`src/rtl/mem_arbiter.sv`:
```
// Two-requester arbiter (instruction fetch, data) in front of a single shared mem_system.
// Build option: define ARB_ROUND_ROBIN_EN for round-robin ties instead of data priority with a fetch starvation bound.
module mem_arbiter #(
  parameter int MAX_STARVE = 4,
  parameter int AW         = 16
) (
  input  logic          clk,
  input  logic          rst,
  input  logic          i_req,
  input  logic [AW-1:0] i_addr,
  output logic [AW-1:0] i_rdata,
  output logic          i_done,
  output logic          i_stall,
  output logic          i_err,
  input  logic          d_rd,
  input  logic          d_wr,
  input  logic [AW-1:0] d_addr,
  input  logic [AW-1:0] d_wdata,
  output logic [AW-1:0] d_rdata,
  output logic          d_done,
  output logic          d_hit,
  output logic          d_stall,
  output logic          d_err,
  output logic [AW-1:0] m_addr,
  output logic [AW-1:0] m_wdata,
  output logic          m_rd,
  output logic          m_wr,
  input  logic [AW-1:0] m_rdata,
  input  logic          m_done,
  input  logic          m_hit,
  input  logic          m_err
);

  typedef enum logic [1:0] {
    IDLE   = 2'd0,
    I_BUSY = 2'd1,
    D_BUSY = 2'd2,
    D_ERR  = 2'd3
  } state_t;

  state_t        state_q, state_d;
  logic [AW-1:0] addr_q, addr_d;
  logic [AW-1:0] wdata_q, wdata_d;
  logic          rd_q, rd_d;
  logic          wr_q, wr_d;

  logic          d_req_s;
  logic          d_illegal_s;
  logic          grant_d_s;
  logic          i_fin_s;
  logic          d_fin_s;
  logic          err_cyc_s;

`ifdef ARB_ROUND_ROBIN_EN
  // 1 when fetch owned the most recent grant; data wins the next tie in that case
  logic          last_i_q, last_i_d;
`else
  localparam int            SW    = $clog2(MAX_STARVE + 1);
  localparam logic [SW-1:0] MAX_S = SW'(MAX_STARVE);
  logic [SW-1:0] starve_q, starve_d;
`endif

  assign d_req_s     = d_rd | d_wr;
  assign d_illegal_s = d_rd & d_wr;

`ifdef ARB_ROUND_ROBIN_EN
  assign grant_d_s = d_req_s & ~d_illegal_s & (~i_req | last_i_q);
`else
  assign grant_d_s = d_req_s & ~d_illegal_s & (~i_req | (starve_q < MAX_S));
`endif

  // Next-state, request latch and fairness bookkeeping
  always_comb begin
    state_d = state_q;
    addr_d  = addr_q;
    wdata_d = wdata_q;
    rd_d    = rd_q;
    wr_d    = wr_q;
`ifdef ARB_ROUND_ROBIN_EN
    last_i_d = last_i_q;
`else
    starve_d = starve_q;
`endif
    case (state_q)
      IDLE: begin
        if (d_illegal_s) begin
          state_d = D_ERR;
        end else if (grant_d_s) begin
          state_d = D_BUSY;
          addr_d  = d_addr;
          wdata_d = d_wdata;
          rd_d    = d_rd;
          wr_d    = d_wr;
        end else if (i_req) begin
          state_d = I_BUSY;
          addr_d  = i_addr;
          wdata_d = {AW{1'b0}};
          rd_d    = 1'b1;
          wr_d    = 1'b0;
        end else begin
          state_d = IDLE;
        end
`ifdef ARB_ROUND_ROBIN_EN
        if (grant_d_s) begin
          last_i_d = 1'b0;
        end else if (i_req && !d_illegal_s) begin
          last_i_d = 1'b1;
        end else begin
          last_i_d = last_i_q;
        end
`else
        // grant_d_s already requires starve_q < MAX_S while i_req is high, so this saturates
        if (!i_req) begin
          starve_d = {SW{1'b0}};
        end else if (grant_d_s) begin
          starve_d = starve_q + {{(SW-1){1'b0}}, 1'b1};
        end else if (!d_illegal_s) begin
          starve_d = {SW{1'b0}};
        end else begin
          starve_d = starve_q;
        end
`endif
      end
      I_BUSY, D_BUSY: begin
        if (m_done) begin
          state_d = IDLE;
          rd_d    = 1'b0;
          wr_d    = 1'b0;
        end else begin
          state_d = state_q;
        end
      end
      D_ERR: begin
        state_d = IDLE;
      end
      default: begin
        state_d = IDLE;
        rd_d    = 1'b0;
        wr_d    = 1'b0;
      end
    endcase
  end

  // State and latched downstream request registers
  always_ff @(posedge clk or negedge rst) begin
    if (!rst) begin
      state_q  <= IDLE;
      addr_q   <= {AW{1'b0}};
      wdata_q  <= {AW{1'b0}};
      rd_q     <= 1'b0;
      wr_q     <= 1'b0;
`ifdef ARB_ROUND_ROBIN_EN
      last_i_q <= 1'b0;
`else
      starve_q <= {SW{1'b0}};
`endif
    end else begin
      state_q  <= state_d;
      addr_q   <= addr_d;
      wdata_q  <= wdata_d;
      rd_q     <= rd_d;
      wr_q     <= wr_d;
`ifdef ARB_ROUND_ROBIN_EN
      last_i_q <= last_i_d;
`else
      starve_q <= starve_d;
`endif
    end
  end

  assign m_addr  = addr_q;
  assign m_wdata = wdata_q;
  assign m_rd    = rd_q;
  assign m_wr    = wr_q;

  // Completion is routed to whoever owns the current transaction, in the same cycle as m_done
  assign i_fin_s   = (state_q == I_BUSY) & m_done;
  assign d_fin_s   = (state_q == D_BUSY) & m_done;
  assign err_cyc_s = (state_q == D_ERR);

  assign i_done  = i_fin_s;
  assign i_rdata = i_fin_s ? m_rdata : {AW{1'b0}};
  assign i_err   = i_fin_s & m_err;
  assign i_stall = i_req & ~i_fin_s;

  assign d_done  = d_fin_s | err_cyc_s;
  assign d_rdata = d_fin_s ? m_rdata : {AW{1'b0}};
  assign d_hit   = d_fin_s & m_hit;
  assign d_err   = (d_fin_s & m_err) | err_cyc_s;
  assign d_stall = d_req_s & ~d_done;

endmodule

```
`config.mk`:
```
export PLATFORM = sky130hd
export DESIGN_NAME = mem_arbiter
export DESIGN_NICKNAME = d
export VERILOG_FILES = /design/src/rtl/mem_arbiter.sv
export SDC_FILE = /design/constraint.sdc
export NUM_CORES = 1
export LEC_CHECK = 0
export CAP_MARGIN = 30
export CORE_MARGIN = 1.5
export CORE_UTILIZATION = 38
export DETAILED_ROUTE_END_ITERATION = 16
export PLACE_DENSITY = 0.95
export SLEW_MARGIN = 20
export SYNTH_ARGS = -nofsm -noshare
export SYNTH_HDL_FRONTEND = slang
export SYNTH_SLANG_ARGS = --single-unit
```
`constraint.sdc`:
```
create_clock -name clk -period 4.7 [get_ports clk]
set_clock_uncertainty 0.2 [all_clocks]
set_input_delay 1.175 -clock clk [delete_from_list [all_inputs] [get_ports clk]]
set_output_delay 1.175 -clock clk [all_outputs]
set_load 0.01 [all_outputs]
```
==> flow_summary.json <==
{
  "gp_congestion": 0.7644,
  "hold_viol_final": 0,
  "finalCritPeriodShare_pct": 85.20,
  "initial_core_util_pct": 39.04,
  "max_slew_margin_pct": 42.88,
  "crit_path_start": "m_done",
  "nNetsFinal": 422,
  "fin_crit_ns": 4.004,
  "min-delay-start": "m_wdata[2]",
  "via_per_inst": 5.149,
  "cpPeakStageDelay_ns": 0.54,
  "grt_start_max_net_pins": 40,
  "final_cell_mix": "clkdlybuf4s50_1, dfrtp_1, and3_1, o21ai_0",
  "layout-drive-gt1-share_pct": 5.233,
  "ioPinCount": 145,
  "drc": 0,
  "final_util_pct": 68.30,
  "synth_edf_count": 0,
  "post-cts-setup-buffers": 0,
  "drtIter0Drc": 70,
  "fp.dieW_microns": 77.75,
  "dieArea_sq_um": 6045,
  "reg2reg_from": "state_q[0]",
  "ys_ff_latch": 39,
  "report.final.slew_viol_count": 0,
  "areaGrowthSynthToFinish_pct": 74.96,
  "synth.net_count": 287,
  "synthesis.area_sq_um": 2123,
  "grt_usage_pct": 22.09,
  "critPathKind": "primary input to primary output",
  "insertion_delay_ns": 0.29,
  "crit_arrival_ns": 2.63,
  "drtAntennaViolNets": 0,
  "fp.dieH_microns": 77.75,
  "synthCells": 208,
  "detailed_place_hpwl_microns": 5005,
  "setup_viol": 0,
  "netlist.top_cell.by_area": "dfrtp_1",
  "power_leakage_uw": 0.001685,
  "root_buffer": "clkbuf_8",
  "cap_violations": 0,
  "p_int_uw": 1229,
  "final_common_cell": "clkdlybuf4s50_1",
  "ys_seq_area_share_pct": 45.96,
  "numCtsBuffers": 5,
  "cp_slowest_cell": "clkdlybuf4s50_1",
  "num_rows": 27,
  "grt_pass1_vias": 2171,
  "async_reset_ff_share_pct": 100.0,
  "wl_per_cell_microns": 15.63,
  "swShare_pct": 35.65,
  "crit_required_ns": 3.32,
  "synth_area_leaders": "dfrtp_1, and3_1, mux2i_1",
  "dr.pass1.iters": 4,
  "switchingPower_uw": 681.0,
  "powerDensity_nw_per_um2": 514.2,
  "core_sq_um": 5439,
  "ctsResizeCount": 0,
  "worst_pin_slew_ns": 0.8568,
  "path_clk_slew_ns": 0.07,
  "cts_tree": "done",
  "pwr-share-seq_pct": 31.2,
  "cp-end-kind": "primary output",
  "antenna_found_initial": 0,
  "ys_warn_count": 0,
  "tns_ns": 0,
  "cts_buffer_depth": 2,
  "cts_hold_buf": 0,
  "crit_fanout": 38,
  "min-delay-path-class": "flip-flop to flip-flop",
  "synth_top_area_share_pct": 45.96,
  "diodes": 0,
  "vias": 2142,
  "grt_pass1_wl_microns": 10570,
  "clock.fmax_mhz": 249.7,
  "ir_drop_mv": 0.3534,
  "syn_avg_cell_area_sq_um": 10.21,
  "ys_types": 39,
  "portBuffers": 144,
  "htreeDepth": 2,
  "synth_ff_type": "dfrtp_1",
  "status": "finished clean",
  "wl_microns": 6504,
  "power_frac_comb_pct": 53.3,
  "rsz0062_at_grt": "false",
  "crit_top_cell": "clkdlybuf4s50_1",
  "cts_sinks": 39,
  "cp-start-kind": "primary input",
  "overflow": 0,
  "clock_power_share_pct": 15.5,
  "crit_chain": "clkdlybuf4s50_1 -> buf_4 -> and3_1 -> clkdlybuf4s50_1"
}
cell usage after synthesis, types with 4 or more instances:
| master | n |
|---|---|
| mux2i_1 | 16 |
| dfrtp_1 | 39 |
| o21ai_0 | 26 |
| nand2_1 | 4 |
| a21oi_1 | 4 |
| buf_2 | 6 |
| inv_1 | 9 |
| o21ai_1 | 8 |
| clkbuf_1 | 9 |
| a22o_1 | 16 |
| ha_1 | 7 |
| and3_1 | 34 |
layout make-up:
cell class | count | area (sq um)
clock inverter | 2 | 38.79
timing repair buffer | 147 | 1479
clock buffer | 6 | 82.58
multi-input combinational | 141 | 1015
inverter | 9 | 33.78
tap | 72 | 90.09
sequential | 39 | 975.9
fill | 424 | 1724
power by group through the flow:
stage / Sequential (uW) / Combinational (uW) / Clock (uW)
final: 595 / 1020 / 296
after global routing: 613 / 1110 / 321
after CTS: 595 / 1010 / 306
after detailed placement: 592 / 1010 / 0
after global placement: 587 / 980 / 0
after floorplan: 647 / 416 / 0
registers in the layout (all words and copies together) (netlist names):
signal    count
m_rd          1
m_wr          1
m_addr       16
m_wdata      16
starve_q      3
state_q       2
cells by family (layout without fill, tap and decap cells):
logic type,after synthesis,in the layout,share of synthesized area (%)
muxes,16,16,7.543
AOI/OAI and AO/OA,69,69,21.45
buffers and inverters,28,164,6.423
adders and majority gates,7,7,4.125
and+or+nand+nor,49,49,14.50
DFF,39,39,45.96
path summary, 6_finish.rpt:
kind                                    to  slack (ns)  cells after the start
worst max-delay path            i_rdata[3]        0.70                      4
worst min-delay path            m_wdata[2]        0.31                      1
worst max register to register  m_wdata[5]        2.31                      5
worst min register to register  m_wdata[2]        0.31                      1
max in group asynchronous        m_addr[3]        2.97                      1
min in group asynchronous        m_addr[6]        0.79                      1
routing by layer:
layer | vias to the layer above | track usage, % | part of all wire (%)
li1 | 1031 | - | -
met1 | 982 | 26.03 | 40
met3 | 6 | 8.000 | 11
met4 | 0 | 6.727 | 1.2
met2 | 123 | 37.39 | 48
met5 | - | 0 | 0
worst max-delay path, delay by kind of cell:
family                 cells  cell delay (ns)
AND/OR/NAND/NOR            1             0.21
buffers and inverters      3             1.24
metrics by stage:
stage	setup WS (ns)	std cells	cell area, sq um	hold WS, ns	power (uW)
finish	0.6957	416	3715	0.3077	1910
detailed placement	0.6836	407	3578	0.2951	1606
global route	0.6011	416	3715	0.3187	2040
floorplan	1.513	208	2123	0.2815	1063
global placement	0.6999	407	3578	0.2877	1566
CTS	0.6816	415	3700	0.3155	1913
Power figures use the tool's default switching activity.
